$ cat config.mk
export PLATFORM = sky130hd
export DESIGN_NAME = tile_lane_engine
export DESIGN_NICKNAME = d
export VERILOG_FILES = /design/src/rtl/tile_lane_engine.sv
export SDC_FILE = /design/constraint.sdc
export NUM_CORES = 1
export LEC_CHECK = 0
export ABC_AREA = 1
export ABC_CLOCK_PERIOD_IN_PS = 6300
export CELL_PAD_IN_SITES_DETAIL_PLACEMENT = 0
export CELL_PAD_IN_SITES_GLOBAL_PLACEMENT = 1
export CORE_AREA = 2 2 131 133
export DETAILED_ROUTE_END_ITERATION = 8
export DIE_AREA = 0 0 133 135
export MAX_ROUTING_LAYER = met4
export PLACE_DENSITY = 0.85
export SLEW_MARGIN = 20
export SYNTH_ARGS = -nofsm -noshare
export SYNTH_HDL_FRONTEND = slang
export SYNTH_SLANG_ARGS = --single-unit
$ cat constraint.sdc
create_clock -name clk_d -period 6.3 [get_ports clk_d]
set_clock_uncertainty 0.15 [all_clocks]
set_input_delay 1.26 -clock clk_d [delete_from_list [all_inputs] [get_ports clk_d]]
set_output_delay 1.26 -clock clk_d [all_outputs]
set_load 0.01 [all_outputs]
$ cat src/rtl/tile_lane_engine.sv
// tile_lane_engine: falling-tile rhythm game core with per-lane hit judging and a registered pixel colour.
module tile_lane_engine #(
  parameter int LANES    = 4,
  parameter int LANE_W   = 157,
  parameter int GAP      = 4,
  parameter int TILE_H   = 100,
  parameter int SCREEN_H = 480,
  parameter int HIT_Y    = 380,
  parameter int STEP     = 1,
  parameter int SCORE_W  = 10
) (
  input  logic               clk_d,
  input  logic               rst,
  input  logic               frame_tick,
  input  logic [LANES-1:0]   spawn,
  input  logic [LANES-1:0]   key,
  input  logic               key_start,
  input  logic [9:0]         pixel_x,
  input  logic [9:0]         pixel_y,
  input  logic               active,
  output logic [3:0]         red,
  output logic [3:0]         green,
  output logic [3:0]         blue,
  output logic [SCORE_W-1:0] score,
  output logic [1:0]         game_state,
  output logic               game_over
);
  typedef enum logic [1:0] {IDLE = 2'd0, PLAY = 2'd1, OVER = 2'd2} state_t;
  localparam int PITCH = LANE_W + GAP;
  localparam logic [11:0] LANE_COL [4] = '{12'hA00, 12'hFF0, 12'h00A, 12'h0F0};
  state_t state;
  logic [LANES-1:0] valid, hit, key_q, key_edge, elig, gone;
  logic [9:0] tile_y [LANES];
  logic [9:0] next_y [LANES];
  logic start_q, start_edge, fault;
  logic [SCORE_W+3:0] score_sum;
  logic [SCORE_W-1:0] score_sat;
  logic [11:0] color;
  int px, py;
  assign key_edge = key & ~key_q;
  assign start_edge = key_start & ~start_q;
  assign game_state = state;
  assign px = int'(pixel_x);
  assign py = int'(pixel_y);
  assign score_sat = |score_sum[SCORE_W+3:SCORE_W] ? '1 : score_sum[SCORE_W-1:0];
  // Judging uses pre-advance tile_y, so a key edge and frame_tick in the same cycle see the old row.
  always_comb begin
    elig = '0;
    gone = '0;
    fault = 1'b0;
    score_sum = {4'd0, score};
    for (int i = 0; i < LANES; i++) begin
      elig[i] = valid[i] && !hit[i] && ({1'b0, tile_y[i]} + 11'(TILE_H-1) >= 11'(HIT_Y));
      gone[i] = valid[i] && ({1'b0, tile_y[i]} >= 11'(SCREEN_H));
      fault = fault | (key_edge[i] & ~elig[i]) | (gone[i] & ~hit[i]);
      score_sum = score_sum + (SCORE_W+4)'(key_edge[i] & elig[i]);
      next_y[i] = ({1'b0, tile_y[i]} + 11'(STEP)) > 11'd1023 ? 10'h3FF : tile_y[i] + 10'(STEP);
    end
  end
  always_ff @(posedge clk_d) begin
    if (rst) begin
      state <= IDLE;
      score <= '0;
      valid <= '0;
      hit <= '0;
      key_q <= '0;
      start_q <= 1'b0;
      game_over <= 1'b0;
      for (int i = 0; i < LANES; i++) tile_y[i] <= '0;
    end else begin
      key_q <= key;
      start_q <= key_start;
      game_over <= 1'b0;
      case (state)
        IDLE: if (start_edge) begin
          state <= PLAY;
          score <= '0;
          valid <= '0;
          hit <= '0;
        end
        PLAY: if (fault) begin
          state <= OVER;
          game_over <= 1'b1;
        end else begin
          score <= score_sat;
          for (int i = 0; i < LANES; i++) begin
            if (!valid[i]) begin
              if (spawn[i]) begin
                valid[i] <= 1'b1;
                hit[i] <= 1'b0;
                tile_y[i] <= '0;
              end
            end else if (gone[i]) begin
              valid[i] <= 1'b0;
              hit[i] <= 1'b0;
            end else begin
              if (key_edge[i]) hit[i] <= 1'b1;
              if (frame_tick) tile_y[i] <= next_y[i];
            end
          end
        end
        OVER: if (start_edge) state <= IDLE;
        default: state <= IDLE;
      endcase
    end
  end
  always_comb begin
    color = state == IDLE ? 12'h001 : state == OVER ? 12'h010 : 12'h000;
    for (int i = 0; i < LANES; i++) begin
      if (state == PLAY && i < LANES-1 && px >= i*PITCH+LANE_W && px < (i+1)*PITCH) color = 12'h777;
      if (state != IDLE && valid[i] && px >= i*PITCH && px < i*PITCH+LANE_W &&
          py >= int'(tile_y[i]) && py < int'(tile_y[i])+TILE_H)
        color = state == OVER ? 12'hF03 : hit[i] ? 12'h000 : LANE_COL[i[1:0]];
    end
  end
  always_ff @(posedge clk_d) begin
    if (rst) {red, green, blue} <= 12'h000;
    else {red, green, blue} <= active ? color : 12'h000;
  end
endmodule

==> results.md, run 1 <==
- Worst slew margin: 51.4%
- Cts hold-fix bufs: 0
- Max incr delay on CP: approximately 0.55 ns
- Die Width: 133 um
- ANT nets after route: 0
- VDD IR max: between 0.15 and 0.2 mV
- Clock buffer depth: 2
- Tightest Pin Transition: ~0.73 ns
- Crit-path slowest cell: nor4_1
- Largest net degree at the start of global routing: 21
- Port buffer count: 57
- Final critical-path required period: between 4 and 5 ns
- Sink Count: 76
- Die area: 18000 um^2
- Syn-to-layout area delta: 14.6%
- Max Cap Viol: 0
- Critical path type: primary input to flip-flop
- Setup violators final: 0
- Final core utilization: between 50% and 60%
- Cell accounting for the most synthesized area: edfxtp_1
- Internal: 0.961 mW
- CTS tree: done
- Setup_tns: 0 ns
- Area contributors post-synth: edfxtp_1, ha_1, nand2_1, dfxtp_1, inv_1
- Seq/Total Area, Yosys: about 26%
- Mapped Area: 7490 um^2
- Worst path cell trace: clkdlybuf4s50_1 -> inv_1 -> nor2_1 -> nand3_1 -> fa_1 -> inv_1 -> fa_1 -> fa_1 -> nand2_1 -> nor4_1 -> nand2_1 -> nor2_1 -> inv_1 -> a21oi_1 -> nand2_1 -> o21ai_1
- Crit path to: score[3]
- Total CTS buffers: 9
- Syn_area_per_cell: 6.93 um^2
- Via/cell ratio: 5.14
- Worst Path Arrival: 4.59 ns
- DR vias: 7017
- First-pass GRT wire length: 32500 um
- Reg2Reg Depth: 22
- Sw frac: 30.9%
- Initial antenna violation count: 0
- Skew-Pair Late Insertion Delay: between 0.3 and 0.4 ns
- Clock group share of total power: a little under two fifths
- First-pass DRT Iterations: 5
- # fillers: 1644
- Wire per inst: between 10 and 15 um
- Worst R2R Start: tile_y[0][0]
- Gpl congestion: 0.885
- Row cnt: 47
- Post-synthesis instance total: 1082
- Share of layout cells above drive strength 1: 5.59%
- Yosys Warn Count: 0
- Fin. max-slew vios: 0
- Placeable Area: 16400 um^2
- GRT Total Usage: between 20% and 30%
- Number of synthesized register bits: 76
- Dpl ws: ~1.5 ns
- Critical path required time: around 6.4 ns
- Post-CTS resize count: 0
- FF-to-FF End: score[3]
- Post-synth EDFFs: 40
- Reg power frac: 40.5%
- CTS clk-pin slew, worst paths: around 0.070 ns
- FMAX: 224 MHz
- Number of global-route vias before repair: 6544
- Worst setup SP type: primary input
- Synth Flop Type: edfxtp_1
- Post-CTS Setup Inserts: 0
- Leakage: 3.93 nW
- Yosys top cell area share: 16.0%
- Root buf cell: clkbuf_16
- # IOs: 58
- Crit path from: key[0]
- Status: completed
- Final Hold Slack: around 0.34 ns
- Final WS setup: 1.84 ns
- H-Tree Level Count: 3
- Asr flop ratio synth: 0%
- Detailed placer's ending HPWL: 16000 um
- Power per cell area: 162 nW/um^2
- DRT Wirelength: 19700 um
- Combinational group share of total power: 21.6%
- Cell variety after synth: roughly 50
- GRT overflow: 0
- Initial core utilization: 45.7%
- Critical Path Sink Type: flip-flop
- Drt initial violations: 350
- R2R setup slack: between 2 and 2.5 ns
- Die Span Y: 135 um
- Antenna cell count: 0
- RSZ-0062 raised after global routing: false
- Final Hold Fails: 0
- Crit share post-route: between 70% and 80%
- DR DRC count: 0
- Hold Path Class: flip-flop to flip-flop
- Psw: 0.430 mW
- Post-layout nets: 1268
- Max FO, Critical Path: 5
-- through the flow --
stage	instances	total power, mW	cell area [um^2]
after detailed placement	1347	0.873	8280
final	1364	1.39	8580
after CTS	1363	1.40	8580
after global placement	1347	0.870	8280
after global routing	1364	1.47	8580
after floorplan	1085	0.770	7500
-- synthesized netlist by cell type, types with 2 or more instances --
cell       number
or2_2           3
o21a_1          3
nor3_1         20
nand4_1        18
o21bai_1        2
xor2_1         41
a31oi_1         5
buf_2           5
inv_1         147
ha_1           93
inv_2           7
o21ai_1        15
dfxtp_1        36
nand2_2         7
nand2_1       239
nor2_2          7
clkinv_1        3
o31ai_1         3
o2111ai_1       3
fa_1            3
nand3_2         3
clkbuf_1        7
nor2_1        120
a211oi_1        4
nand2_4         6
nor4_1         13
xnor2_1         5
o211ai_1        3
edfxtp_1       40
buf_4           5
o21ai_2         4
a21oi_1        87
nand3_1        72
o21ai_0        38
-- area by class of cell --
| type | count | area [um^2] | share of cell area (%) |
|---|---|---|---|
| clock inverter | 7 | 75.1 | 0.875 |
| timing repair buffer | 60 | 593 | 6.91 |
| multi-input combinational | 833 | 4890 | 57.0 |
| inverter | 159 | 604 | 7.04 |
| sequential | 76 | 1920 | 22.4 |
| tap | 220 | 275 | 3.21 |
| clock buffer | 9 | 225 | 2.62 |
-- worst min-delay path by stage --
stage                 from       to  slack (ns)  cells after the start
finish              hit[2]  blue[3]        0.34                      1
global route        hit[2]  blue[3]        0.35                      1
CTS                 hit[2]  blue[3]        0.34                      1
detailed placement  hit[2]  blue[3]        0.32                      1
global placement    hit[2]  blue[3]        0.32                      1
floorplan           hit[2]  blue[3]        0.27                      1
-- power by group through the flow --
stage	sequential [mW]	clock [mW]	combinational, mW
final	0.563	0.527	0.301
after floorplan	0.563	0	0.207
after global routing	0.565	0.562	0.344
after CTS	0.563	0.538	0.302
after detailed placement	0.574	0	0.300
after global placement	0.573	0	0.296
-- critical path, delay by kind of cell --
kind / cells / cell delay, ns
and+or+nand+nor: 7 / 1.52
adders and majority gates: 3 / 0.90
buffers and inverters: 4 / 0.69
AOI/OAI and AO/OA: 2 / 0.21
-- registers in the layout, indices dropped and copies added, names as in the netlist --
register,cells
tile_y,40
score,10
blue,4
hit,4
key_q,4
valid,4
green,3
red,3
game_state,2
game_over,1
start_q,1
-- layer usage --
layer,up-vias,part of all wire [%],track usage [%]
met5,-,0,-
met4,0,0.97,5.20
met3,11,2.8,3.30
met2,106,49,40.3
met1,3206,47,29.3
li1,3694,-,-
-- placed cells by master (no fill, tap or decap), drive strengths merged, types with 2 or more instances in the layout --
| cell type | n |
|---|---|
| nor4 | 13 |
| o21ai | 57 |
| ha | 93 |
| edfxtp | 40 |
| nand2 | 252 |
| fa | 3 |
| clkdlybuf4s50 | 57 |
| a31oi | 6 |
| or2 | 3 |
| clkinv | 7 |
| clkbuf | 10 |
| o21a | 3 |
| o2111ai | 3 |
| nand3 | 76 |
| nor3 | 21 |
| o211ai | 3 |
| a21oi | 88 |
| o21bai | 2 |
| buf | 2 |
| xnor2 | 5 |
| o31ai | 3 |
| o41ai | 2 |
| conb | 4 |
| xor2 | 41 |
| inv | 157 |
| dfxtp | 36 |
| a211oi | 4 |
| nand4 | 18 |
| nor2 | 129 |
-- logic make-up after synthesis --
logic type | after synthesis | share of synthesized area (%)
xor+xnor | 46 | 5.38
flops | 76 | 25.6
fa+ha+maj | 96 | 16.3
other cells | 1 | 0.0500
buf+inv | 176 | 9.25
compound gates | 174 | 13.0
simple gates | 513 | 30.3
Power figures use the tool's default switching activity.
==> run 2: changes to the inputs <==
- ABC_CLOCK_PERIOD_IN_PS: 6300 -> 4200
- CORE_AREA: 2 2 131 133 -> 2 2 134 136
- DIE_AREA: 0 0 133 135 -> 0 0 136 138
- PLACE_DENSITY: 0.85 -> 0.81
- clock period: 6.3 -> 4.2 ns (I/O delays scaled with it)
==> run 2 against run 1 <==
Effect of this change: sequential share of layout area is 0.39 points lower; utilization is 2.5 points lower; non-clock buffer count is 18 higher; clock-buffer cell count grew 2; clock power grew 51%; combinational power rose by 54%; global-route usage fell by 0.82 points; die area grew 4.5%; cell count grew 2.0%; via count rose by 0.61%; total power up 51%; critical path type is now flip-flop to flip-flop; highest routed layer unchanged.
==> results.md, run 2 (synthesis gave the netlist of run 1 again) <==
- Status: completed
- Largest register FFs: 40
- Max Cap Viol: 0
- H-Tree Level Count: 3
- Final Hold Fails: 0
- Internal: 1.44 mW
- Final Hold Slack: 0.336 ns
- Reg2Reg Depth: 21
- Die Span Y: 138 um
- Largest net degree at the start of global routing: 19
- Die area: 18800 um^2
- Top Family by Delay on Critical Path: adder cells
- Skew-Pair Late Insertion Delay: roughly 0.35 ns
- Reg power frac: 39.9%
- Power per cell area: 240 nW/um^2
- Final WS setup: around 0.25 ns
- Commonest cells after routing, fill and taps aside: nand2_1, inv_1, nor2_1
- Most common cell after layout, fill and taps aside: nand2_1
- Initial antenna violation count: 0
- Drt initial violations: 390
- Post-layout nets: roughly 1.3k
- Worst path depth: 21
- VDD IR max: 0.166 mV
- Regs by FF count: tile_y (40), score (10)
- Antenna cell count: 0
- Sw frac: 31.2%
- Hold Path Class: flip-flop to flip-flop
- Worst Path Arrival: 4.04 ns
- Final Total Pwr: 2.10 mW
- Critical Path Sink Type: flip-flop
- Hold path depth: 1
- Fin. max-slew vios: 0
- Clock buffer depth: 2
- Gpl congestion: 0.875
- Cts hold-fix bufs: 0
- Total CTS buffers: 9
- Crit path buffers/inverters: 3
- Wire per inst: roughly 14 um
- CP most frequent cell: nand2_1
- # IOs: 58
- Syn-to-layout area delta: 16.6%
- Root buf cell: clkbuf_16
- Max incr delay on CP: 0.52 ns
- Via/cell ratio: 5.08
- Final critical-path required period: 3.95 ns
- Tightest Pin Transition: around 0.76 ns
- CTS clk-pin slew, worst paths: about 0.070 ns
- GRT overflow: 0
- DR DRC count: 0
- # fillers: 1881
- Detailed placer's ending HPWL: 16200 um
- Number of global-route vias before repair: 6897
- Clock group share of total power: roughly 38%
- Dpl ws: 0.185 ns
- Combinational group share of total power: 22.1%
- Row cnt: a little under 50
- Share of layout cells above drive strength 1: 7.14%
- First-pass GRT wire length: ~33000 um
- Setup violators final: 0
- Psw: approximately 0.66 mW
- GRT Total Usage: 22.6%
- Die Width: 136 um
- ANT nets after route: 0
- First-pass DRT Iterations: 5
- Max FO, Critical Path: 6
- Crit-path slowest cell: fa_1
- Crit share post-route: around 94%
- Sink Count: 76
- Initial core utilization: 42.7%
- R2R setup slack: 0.25 ns
- Worst setup SP type: flip-flop
- DRT Wirelength: 19900 um
- Leakage: 4.02 nW
- Port buffer count: 57
- Worst path cell trace: inv_1 -> ha_1 -> nor2_1 -> nand2_1 -> nand2_1 -> nand2_1 -> xor2_1 -> nand2_1 -> nand2_1 -> nand3_1 -> fa_1 -> inv_1 -> fa_1 -> fa_1 -> nand2_1 -> nor4_1 -> buf_4 -> o21ai_0 -> a31oi_1 -> nand2_1 -> o21ai_2
- Worst slew margin: 49.4%
- Critical path type: flip-flop to flip-flop
- Critical path required time: 4.30 ns
- FMAX: 253 MHz
- Area of the multi-input gates: a little under 5000 um^2
- CTS tree: done
- Largest Register: tile_y
- Placeable Area: 17500 um^2
- Seq. cell area: 1920 um^2
- Setup_tns: 0 ns
- DR vias: approximately 7.1k
run 2: cell count changes in the layout (fill, tap and decap cells not counted):
cell,change
buf_4,+19
bufinv_16,-1
clkbuf_16,+1
clkbuf_4,-1
clkbuf_8,+1
clkinv_2,-1
clkinvlp_4,-1
inv_6,+2
inv_8,-1
nor2_1,-1
nor2_2,+1
run 2: final cells by class:
cell class,instances,share of cell area [%]
clock buffer,11,3.02
clock inverter,5,0.444
inverter,159,6.92
multi-input combinational,833,56.0
sequential,76,22.0
tap,229,3.28
timing repair buffer,78,8.34
run 2: power groups by stage:
stage / sequential (mW) / clock, mW / combinational, mW
floorplan: 0.845 / 0 / 0.310
global placement: 0.855 / 0 / 0.461
detailed placement: 0.855 / 0 / 0.465
CTS: 0.839 / 0.811 / 0.469
global route: 0.844 / 0.833 / 0.535
finish: 0.839 / 0.796 / 0.465
run 2: final timing paths:
kind | to | startpoint
worst min register to register | blue[3] | hit[2]
worst max register to register | score[6] | tile_y[0][1]
worst min-delay path | blue[3] | hit[2]
worst max-delay path | score[6] | tile_y[0][1]
run 2: routing by layer:
metal	wire [um]	GRT usage, %	vias up	part of all wire, %
met3	685	3.26	20	3.4
met2	9520	37.8	119	48
li1	-	-	3732	-
met1	9300	28.3	3189	47
met5	0	-	-	0
met4	369	6.30	0	1.9
run 2: stage by stage:
stage	instance area, um^2	std cells	utilization, %
6_report	8740	1391	49.8
5_1_grt	8740	1391	49.8
4_1_cts	8730	1391	49.8
3_5_place_dp	8430	1375	48.1
3_3_place_gp	8430	1375	48.1
2_1_floorplan	7500	1085	-
run 2: repair_timing:
item | CTS | global route
gates resized for setup | 0 | 1
endpoints found under the hold margin | 0 | 0
setup endpoints to repair | 0 | 3
buffers inserted | 0 | 0
